<file path="src/rtl/rf_wb_arbiter.sv">
// Register file write-port arbiter: pipeline writeback has fixed priority, long-latency
// results queue in a small FIFO, and a pending-write scoreboard lets decode detect hazards.
module rf_wb_arbiter #(
  parameter int DEPTH        = 2,
  parameter int STARVE_LIMIT = 4
) (
  input  logic        clk,
  input  logic        rst,
  input  logic        wb_valid,
  input  logic [4:0]  wb_rd,
  input  logic [31:0] wb_data,
  input  logic        mdu_valid,
  output logic        mdu_ready,
  input  logic [4:0]  mdu_rd,
  input  logic [31:0] mdu_data,
  input  logic        iss_valid,
  input  logic [4:0]  iss_rd,
  output logic        iss_ready,
  input  logic [4:0]  chk_rs1,
  input  logic [4:0]  chk_rs2,
  input  logic [4:0]  chk_rd,
  output logic        rs1_busy,
  output logic        rs2_busy,
  output logic        rd_busy,
  output logic        stall_req,
  output logic        rf_wen,
  output logic [4:0]  rf_waddr,
  output logic [31:0] rf_wdata
);

  localparam int AW = $clog2(DEPTH);
  localparam int SW = $clog2(STARVE_LIMIT + 1);
  localparam logic [AW:0]   FULL_COUNT = (AW+1)'(DEPTH);
  localparam logic [SW-1:0] LIMIT      = SW'(STARVE_LIMIT);

  logic [4:0]    fifo_rd   [DEPTH];
  logic [31:0]   fifo_data [DEPTH];
  logic [AW-1:0] wptr, rptr;
  logic [AW:0]   count;
  logic          empty, full, push, pop;
  logic [4:0]    head_rd;
  logic [31:0]   head_data;
  logic [31:0]   busy, busy_next;
  logic [SW-1:0] starve_cnt, starve_next;

  assign empty     = (count == '0);
  assign full      = (count == FULL_COUNT);
  assign mdu_ready = !full;
  assign push      = mdu_valid && mdu_ready;
  assign pop       = !wb_valid && !empty;
  assign head_rd   = fifo_rd[rptr];
  assign head_data = fifo_data[rptr];

  always_comb begin
    rf_wen   = 1'b0;
    rf_waddr = '0;
    rf_wdata = '0;
    if (wb_valid) begin
      rf_waddr = wb_rd;
      rf_wdata = wb_data;
      rf_wen   = (wb_rd != 5'd0);
    end else if (!empty) begin
      rf_waddr = head_rd;
      rf_wdata = head_data;
      rf_wen   = (head_rd != 5'd0);
    end
  end

  // Storage needs no reset: an entry is only read once count says it was written.
  always_ff @(posedge clk) begin
    if (push) begin
      fifo_rd[wptr]   <= mdu_rd;
      fifo_data[wptr] <= mdu_data;
    end
  end

  always_ff @(posedge clk) begin
    if (rst) begin
      wptr  <= '0;
      rptr  <= '0;
      count <= '0;
    end else begin
      if (push) wptr <= wptr + 1'b1;
      if (pop)  rptr <= rptr + 1'b1;
      unique case ({push, pop})
        2'b10:   count <= count + 1'b1;
        2'b01:   count <= count - 1'b1;
        default: count <= count;
      endcase
    end
  end

  // Bit 0 is kept permanently clear so lookups of x0 always report not-busy.
  assign iss_ready = (iss_rd == 5'd0) || !busy[iss_rd];
  assign rs1_busy  = busy[chk_rs1];
  assign rs2_busy  = busy[chk_rs2];
  assign rd_busy   = busy[chk_rd];

  always_comb begin
    busy_next = busy;
    if (pop && head_rd != 5'd0)
      busy_next[head_rd] = 1'b0;
    if (iss_valid && iss_ready && iss_rd != 5'd0)
      busy_next[iss_rd] = 1'b1;
    busy_next[0] = 1'b0;
  end

  always_ff @(posedge clk) begin
    if (rst) busy <= '0;
    else     busy <= busy_next;
  end

  always_comb begin
    starve_next = starve_cnt;
    if (empty || pop)
      starve_next = '0;
    else if (wb_valid && starve_cnt < LIMIT)
      starve_next = starve_cnt + 1'b1;
  end

  always_ff @(posedge clk) begin
    if (rst) begin
      starve_cnt <= '0;
      stall_req  <= 1'b0;
    end else begin
      starve_cnt <= starve_next;
      stall_req  <= (starve_next >= LIMIT);
    end
  end

endmodule

</file>
<file path="config.mk">
export PLATFORM = sky130hd
export DESIGN_NAME = rf_wb_arbiter
export DESIGN_NICKNAME = d
export VERILOG_FILES = /design/src/rtl/rf_wb_arbiter.sv
export SDC_FILE = /design/constraint.sdc
export NUM_CORES = 1
export LEC_CHECK = 0
export CORE_ASPECT_RATIO = 1.4
export CORE_MARGIN = 1.5
export CORE_UTILIZATION = 42
export CTS_CLUSTER_SIZE = 12
export DETAILED_ROUTE_END_ITERATION = 16
export HOLD_SLACK_MARGIN = 0.05
export PLACE_DENSITY = 0.8
export RECOVER_POWER = 50
export SYNTH_ARGS = -nofsm -noshare
export SYNTH_HDL_FRONTEND = slang
export SYNTH_SLANG_ARGS = --single-unit
export TNS_END_PERCENT = 50
</file>
<file path="constraint.sdc">
create_clock -name clk -period 2.85 [get_ports clk]
set_input_delay 0.57 -clock clk [delete_from_list [all_inputs] [get_ports clk]]
set_output_delay 0.57 -clock clk [all_outputs]
set_load 0.02 [all_outputs]
</file>
* Word-level counts from Yosys, hierarchy flattened
Memory sizes are Yosys's and may differ from the RTL's. A register that Yosys moved wholly into a read port is not among the register bits. Index checks and enable logic that the tools add are counted. W data, S select, Z words.
Storage, ports and cells: memories kept 2, RAM bits 74, output and inout bits 44, input port bits 99, register bits 40
Memories:
- fifo_data | words 2, width 32, read ports 1, clocked after memory_dff 1, write ports 1, line 37 | logic [31:0] fifo_data [DEPTH];
- fifo_rd | words 2, width 5, read ports 1, clocked after memory_dff 1, write ports 1, line 36 | logic [4:0] fifo_rd [DEPTH];
Operators by class: muxes and demuxes 29, add/subtract/negate cells 5, reductions and logical operators 20, bitwise gates (word level) 3, order comparisons 9, eq/ne operators 3
Operators by type and width (number):
- $mux W32 | 4
- $and A32 B32 Y32 | 1
- $not A32 Y32 | 1
- $or A32 B32 Y32 | 1
- $lt A5 B6 Y1 const B | 5
- $bmux W1 S5 | 4
- $reduce_bool A5 Y1 | 3
- $mux W1 | 14
- $demux W1 S5 | 2
- $ge A5 B1 Y1 const B | 2
- $mux W5 | 2
- $logic_and A1 B1 Y1 | 8
- $mux W3 | 2
- $logic_not A5 Y1 | 1
- $eq A2 B2 Y1 const B | 2
- $logic_not A1 Y1 | 4
- $pmux W2 S2 | 1
- $add A3 B1 Y3 const B | 1
- $ge A3 B3 Y1 const B | 1
- $lt A3 B3 Y1 const B | 1
- $add A1 B1 Y1 const B | 2
- $add A2 B1 Y2 const B | 1
- $eq A2 B1 Y1 const B | 1
- $logic_not A2 Y1 | 1
- other kinds (3) | 4

* Longest topological paths before layout
Gate-level depths: netlist of run 1.
depth in word-level cells 9, depth in mapped cells 7

* Worst setup path before layout of run 1
OpenSTA, ideal clock, no wires.
path type register to register, start register count[0], end memory fifo_data[0][0], enable pin, setup time 431 ps, buffers on the path 0, slack 22 ps, arrival 2397 ps, stages on the path, launching flop included 4, path through dfxtp_1 -> nand2b_1 -> nand2_1 -> nor2_1
Between the ends: longest elaborated chain between the ends 5
Ends and longest elaborated chain:
- start, declared | line 39 | logic [AW:0] count;
- start signal, assigned | line 86 | 2'b10: count <= count + 1'b1;
- start signal, assigned | line 87 | 2'b01: count <= count - 1'b1;
- start signal, assigned | line 88 | default: count <= count;
- $eq A2 B2 Y1 | line 47 | assign full = (count == FULL_COUNT);
- $logic_not A1 Y1 | line 48 | assign mdu_ready = !full;
- net mdu_ready | line 13 | output logic mdu_ready,
- $logic_and A1 B1 Y1 | line 49 | assign push = mdu_valid && mdu_ready;
- $mux W1 | line 71 | if (push) begin
- $mux W1 (not written as such) | line 73 | fifo_data[wptr] <= mdu_data;
- end, declared | line 37
The timed path passes the listed nets, and every way through them passes these cells.

* Worst setup path after layout of run 1
start input iss_rd[3], end output iss_ready
Between the ends: longest elaborated chain between the ends 4
Ends and longest elaborated chain:
- start, declared | line 17 | input logic [4:0] iss_rd,
- $bmux W1 S5 | line 94 | assign iss_ready = (iss_rd == 5'd0) || !busy[iss_rd];
- $mux W1 (not written as such) | line 94
- $logic_not A1 Y1 | line 94
- $logic_or A1 B1 Y1 * | line 94
- end, declared | line 18 | output logic iss_ready,
Every way passes the cells marked *; elsewhere a longest branch is shown, timed or not. The select of a mux whose other input is x is not followed.

==> results of run 1 <==
==> how the worst min path moves through the flow <==
| stage | startpoint | endpoint | slack, ns | depth (start not counted) |
|---|---|---|---|---|
| after detailed placement | rptr | register | 0.50 | 2 |
| after CTS | rptr | rptr | 0.53 | 2 |
| after global placement | starve_cnt[1] | starve_cnt[1] | 0.48 | 2 |
| after floorplan | starve_cnt[1] | starve_cnt[1] | 0.47 | 2 |
| after global routing | rptr | rptr | 0.57 | 2 |
| final | starve_cnt[0] | starve_cnt[0] | 0.52 | 2 |
==> cell type report <==
type | instances | area [sq um]
timing repair buffer | 201 | 1820
sequential | 113 | 3020
inverter | 4 | 15.0
clock buffer | 17 | 425
tap | 185 | 231
multi-input combinational | 346 | 2860
fill | 1074 | 5450
clock inverter | 15 | 161
==> worst min-delay path, delay by kind of cell, from the launching register on <==
kind / cells / cell delay [ns]
DFF: 1 / 0.34
and+or+nand+nor: 1 / 0.08
xor gates and xnor gates: 1 / 0.07
==> sequential cells by signal, summed over array words and instances (netlist names), named ones only <==
register	count
fifo_data	64
busy	31
fifo_rd	10
count	2
starve_cnt	2
rptr	1
stall_req	1
wptr	1
==> report_power, final <==
part	switching (W)	internal, W	leakage [nW]
Combinational	0.00100	0.000720	1.96
Clock	0.000783	0.00129	0.283
Sequential	0.000137	0.00200	1.01
==> logic make-up (layout without fill, tap and decap cells) <==
kind of cell | Yosys count | in the layout | share of synthesized area, %
compound gates | 134 | 134 | 14.4
simple gates | 120 | 120 | 9.70
flops | 113 | 113 | 49.9
mux | 85 | 85 | 21.6
buf+inv | 34 | 237 | 3.18
xor+xnor | 5 | 5 | 0.728
fa+ha+maj | 2 | 2 | 0.416
==> repair_timing <==
action	CTS	global route
resized for setup	91	30
pin swaps	1	0
endpoints found under the setup margin	40	10
==> metrics by stage <==
step                cells  instance area (sq um)  power, W  hold slack, ns  setup WS [ns]
floorplan             493                   6010   0.00306           0.468         0.0217
global placement      849                   7950   0.00384           0.480         -0.766
detailed placement    849                   7950   0.00391           0.500         -0.832
CTS                   881                   8510   0.00594           0.528        -0.0801
global route          881                   8530   0.00616           0.570        -0.0143
finish                881                   8530   0.00593           0.522         0.0474
==> cells in the mapped netlist (4+ instances only) <==
| library cell | n |
|---|---|
| mux2_2 | 6 |
| a32o_1 | 5 |
| a211oi_1 | 5 |
| o311ai_0 | 7 |
| nand3_1 | 4 |
| mux4_1 | 21 |
| clkbuf_1 | 15 |
| o21ai_0 | 64 |
| a21oi_1 | 8 |
| mux4_2 | 8 |
| dfxtp_1 | 39 |
| mux2i_1 | 50 |
| or3_1 | 8 |
| nor3_1 | 4 |
| nor2b_1 | 6 |
| nor2_1 | 17 |
| nand2_1 | 56 |
| edfxtp_1 | 74 |
| nand2b_1 | 8 |
| o211ai_1 | 22 |
| buf_2 | 9 |
==> layer usage <==
| layer | global-route usage, % | vias to the layer above |
|---|---|---|
| met4 | 12.9 | 0 |
| met5 | 0 | - |
| met2 | 45.4 | 279 |
| met3 | 6.04 | 44 |
| li1 | - | 2355 |
| met1 | 27.1 | 2456 |
==> impl_metrics.py, run 1 <==
metrics = {
    "finish": {
        "final_nets": 784,
        "layout-drive-gt1-share_pct": 20.8,
        "final_cell_mix": "74 x edfxtp_1, 61 x o21ai_0, 59 x buf_4, 56 x nand2_1, 55 x clkdlybuf4s50_1",
        "layout_commonest_cell": "edfxtp_1",
        "final_util_pct": 61.0,
        "antenna_cells": 0,
        "syn_to_final_growth_pct": 41.8,
    },
    "critical_path": {
        "r2r_slack_ns": 0.93,
        "cpPeakStageDelay_ns": 0.50,
        "path_depth": 6,
        "r2r_cells": 6,
        "crit_arrival_ns": 2.23,
        "crit_required_ns": 2.28,
        "r2r-end": "count[1]",
        "cp-startpoint": "iss_rd[3]",
        "crit_buf_inv": 2,
        "cp_max_fo": 5,
        "crit_slowest_cell": "clkdlybuf4s50_1",
        "cp-start-kind": "input pin",
        "end_kind": "output port",
        "critPathTopFamily": "simple AND/OR/NAND/NOR gates",
        "path_cells": "clkdlybuf4s50_1, nand2b_1, or3_1, a21oi_1, nor4bb_4, buf_4",
        "crit_end": "iss_ready",
        "r2r-start": "count[1]",
        "critical_path_class": "in -> out",
    },
    "floorplanning": {
        "core_sq_um": 14000,
        "die_w_microns": 104,
        "start_util_pct": 43.0,
        "die_h_microns": 145,
        "die_area_sq_um": 15100,
        "rows": 51,
        "io_pins": 143,
    },
    "detailed_routing": {
        "drt-met1-wl_microns": 6630,
        "dr_wl_met2_microns": 9690,
        "avgViaCountPerCell": 5.83,
        "drc_errors": 0,
        "drt_iter0_markers": 351,
        "dr_wl_met3_microns": 1310,
        "wirelength_microns": 18200,
        "antenna_left": 0,
        "routed.top_layer": "met4",
        "wl_per_cell_microns": 20.6,
        "first_pass_iters": 5,
        "vias": 5134,
    },
    "grt": {
        "grt.total_usage_pct": 25.0,
        "gr-total-overflow": 0,
        "grt_pass1_vias": 5447,
        "grt_max_degree": 41,
        "grt_pass1_wl_microns": 28600,
        "antenna_found_initial": 0,
    },
    "synthesis": {
        "syn_area_per_cell_sq_um": 12.2,
        "ys_ff_latch": 113,
        "yosysTopAreaCellShare_pct": 37.0,
        "syn_nets": 594,
        "synth_top_area_cell": "edfxtp_1",
        "yosysUniqueCellTypes": 50,
        "ys.flop_type": "edfxtp_1",
        "yosysWarnings": 0,
        "synthCells": 493,
        "synthArstFlopShare_pct": 0,
        "synth_area_leaders": "edfxtp_1 37%, dfxtp_1 13%, mux4_1 9.2%",
        "yosysSeqAreaShare_pct": 49.9,
        "synth_area_sq_um": 6010,
        "synth_edf_count": 74,
    },
    "pwr": {
        "ir_drop_v": 0.000591,
        "p_leak_nw": 3.25,
        "power_density_nw_per_um2": 695,
    },
    "cts": {
        "cts_tree": "done",
        "cts_max_level": 4,
        "cts.clk_slew.worst_paths_ns": 0.05,
        "clockRootBuffer": "clkbuf_16",
        "postCtsSetupBuffers": 0,
        "cts_buffers": 17,
        "cts_num_sinks": 113,
        "ctsHoldBuffers": 0,
        "clock_path_buffers": 2,
        "clk_latency_ns": 0.41,
    },
    "timing": {
        "max_freq_mhz": 357,
        "setup_viol_count_final": 0,
        "worstMarginPinSlew_ns": 0.517,
        "rsz0062_at_grt": "yes",
        "finalClockSkew_ns": 0.0114,
        "setup_tns_ns": 0,
        "slew_viol_final": 0,
        "slew_headroom_pct": 65.5,
        "period_share_pct": 98.3,
        "hold_viol_final": 0,
        "fin_crit_ns": 2.80,
    },
    "status": {
        "status": "finished clean",
    },
    "placement": {
        "place.gp.congestion": 0.963,
        "dpl.hpwl_microns": 13400,
        "portBuffers": 142,
    },
    "job": {
        "cap_violations": 0,
    },
    "hold_path": {
        "hold_class": "reg -> reg",
    },
}
No activity file was read; power rests on OpenSTA's default activity.
==> run 2: changes to the inputs <==
==> constraint.sdc (replaced) <==
create_clock -name clk -period 2.85 [get_ports clk]
set_input_delay 0.57 -clock clk [delete_from_list [all_inputs] [get_ports clk]]
set_output_delay 0.57 -clock clk [all_outputs]
set_load 0.01 [all_outputs]
==> run 2 against run 1 <==
Total power shrank 0.91%. Clock skew is essentially flat. Non-clock buffer count grew 3. Count of clock-buffer cells in the layout is the same. Hold slack is essentially flat. Die area is the same. Cell count grew 0.57%. Utilization grew 0.79 points. Clock power is essentially flat. Global-route usage shrank 0.36 points. Sequential power is essentially flat. Critical endpoint is now rf_wdata[1]. Highest routed layer unchanged.
==> impl_metrics.py, run 2 (same netlist as run 1, synthesis figures left out) <==
metrics = {
    "critical_path": {
        "cp_max_fo": 14,
        "end_kind": "output port",
        "r2r_slack_ns": 0.76,
        "cp-start-kind": "input pin",
        "r2r_cells": 3,
        "crit_required_ns": 2.28,
        "r2r-start": "count[0]",
        "crit_end": "rf_wdata[1]",
        "critical_path_class": "in -> out",
        "crit_arrival_ns": 2.23,
        "r2r-end": "fifo_rd[1][0]",
        "cp-startpoint": "wb_valid",
    },
    "pwr": {
        "power_density_nw_per_um2": 680,
        "ir_drop_v": 0.000537,
        "p_leak_nw": 3.48,
    },
    "finish": {
        "final_cells": 886,
        "layout-drive-gt1-share_pct": 21.3,
        "largest_reg_flops": 64,
        "final_util_pct": 61.8,
        "final_nets": 787,
        "largestRegisters": "fifo_data x64, busy x31, fifo_rd x10",
        "top_register": "fifo_data",
        "final_cell_mix": "74 x edfxtp_1, 61 x o21ai_0, 60 x buf_4, 59 x clkdlybuf4s50_1, 56 x nand2_1",
        "fillers": 1058,
        "syn_to_final_growth_pct": 43.7,
        "layout_commonest_cell": "edfxtp_1",
    },
    "timing": {
        "fin_crit_ns": 2.80,
        "slew_headroom_pct": 33.7,
        "hold_viol_final": 0,
        "worstMarginPinSlew_ns": 0.995,
        "finalClockSkew_ns": 0.0109,
        "setup_ws_ns": 0.0541,
        "max_freq_mhz": 358,
        "period_share_pct": 98.1,
        "whs_ns": 0.523,
        "setup_viol_count_final": 0,
        "slew_viol_final": 0,
    },
    "detailed_routing": {
        "drt_iter0_markers": 347,
        "wl_per_cell_microns": 20.9,
        "avgViaCountPerCell": 5.86,
        "antenna_left": 0,
        "first_pass_iters": 5,
        "drc_errors": 0,
        "vias": 5189,
        "wirelength_microns": 18500,
    },
    "floorplanning": {
        "die_area_sq_um": 15100,
        "rows": 51,
        "core_sq_um": 14000,
        "die_w_microns": 104,
        "start_util_pct": 43.0,
        "die_h_microns": 145,
        "io_pins": 143,
    },
    "grt": {
        "grt_pass1_vias": 5468,
        "grt_max_degree": 38,
        "gr-total-overflow": 0,
        "grt.total_usage_pct": 24.6,
        "grt_pass1_wl_microns": 28300,
        "antenna_found_initial": 2,
    },
    "cts": {
        "cts_tree": "done",
        "clock_path_buffers": 2,
        "ctsHoldBuffers": 0,
        "cts_max_level": 4,
        "clk_latency_ns": 0.41,
        "cts_buffers": 17,
        "clockRootBuffer": "clkbuf_16",
        "cts.clk_slew.worst_paths_ns": 0.05,
        "cts_num_sinks": 113,
    },
    "status": {
        "status": "finished clean",
    },
    "placement": {
        "place.gp.congestion": 0.983,
        "dpl.hpwl_microns": 13400,
        "pre_cts_slack_ns": -0.758,
        "portBuffers": 142,
        "placed_cells": 847,
    },
    "job": {
        "cap_violations": 0,
    },
    "hold_path": {
        "hold_class": "reg -> reg",
    },
}
-- run 2: changes by cell type in the layout (fill, tap and decap cells not counted), sizes merged --
cell,previous run,this run
dlymetal6s2s,2,28
inv,5,4
clkinvlp,2,4
clkdlybuf4s50,55,59
clkdlybuf4s15,2,1
dlygate4sd2,36,8
diode,0,2
buf,65,64
clkbuf,21,24
bufinv,2,3
clkinv,10,8
-- run 2: what timing repair did --
| item | CTS | global route |
|---|---|---|
| buffers inserted | 0 | 5 |
| pin swaps | 1 | 1 |
| endpoints found under the setup margin | 24 | 33 |
| resized for setup | 67 | 52 |
-- run 2: routing by layer --
| layer | vias up | part of all wire (%) | track usage (%) |
|---|---|---|---|
| met5 | - | 0 | 0 |
| met4 | 0 | 4.3 | 13.7 |
| met3 | 62 | 7.0 | 5.81 |
| met2 | 291 | 53 | 45.1 |
| met1 | 2482 | 35 | 26.1 |
| li1 | 2354 | - | - |
-- run 2: final cells by class --
class	count	area, sq um	share of cell area [%]
antenna	2	5.00	0.0579
clock buffer	17	425	4.92
clock inverter	15	166	1.93
inverter	4	15.0	0.174
multi-input combinational	346	2840	32.9
sequential	113	3040	35.2
tap	185	231	2.68
timing repair buffer	204	1920	22.2
-- run 2: per-stage QoR --
step	TNS, ns	cell area, sq um	power, W
6_report	0	8640	0.00588
5_1_grt	-0.0316	8640	0.00609
4_1_cts	-0.0133	8540	0.00592
3_5_place_dp	-3.05	7930	0.00378
3_3_place_gp	-2.77	7930	0.00371
2_1_floorplan	0	6010	0.00295
-- run 2: worst min path at each step --
| stage | from | cells past startpoint | slack (ns) | to |
|---|---|---|---|---|
| after floorplan | starve_cnt[1] | 2 | 0.47 | starve_cnt[1] |
| after global placement | starve_cnt[1] | 2 | 0.48 | starve_cnt[1] |
| after global routing | rptr | 2 | 0.54 | rptr |
| after detailed placement | starve_cnt[1] | 2 | 0.51 | starve_cnt[1] |
| after CTS | starve_cnt[1] | 2 | 0.52 | starve_cnt[1] |
| final | rptr | 2 | 0.52 | rptr |
-- run 2: critical path: stages --
cell	delay, ns
clkdlybuf4s50_1	0.44
o21bai_4	0.24
buf_4	0.21
o21ai_0	0.18
clkdlybuf4s50_1	0.57
-- run 2: where the power goes --
| group | internal (W) | switching [W] |
|---|---|---|
| logic | 0.000745 | 0.000875 |
| registers | 0.00200 | 0.000147 |
| clock network | 0.00136 | 0.000751 |
| total | 0.00410 | 0.00177 |
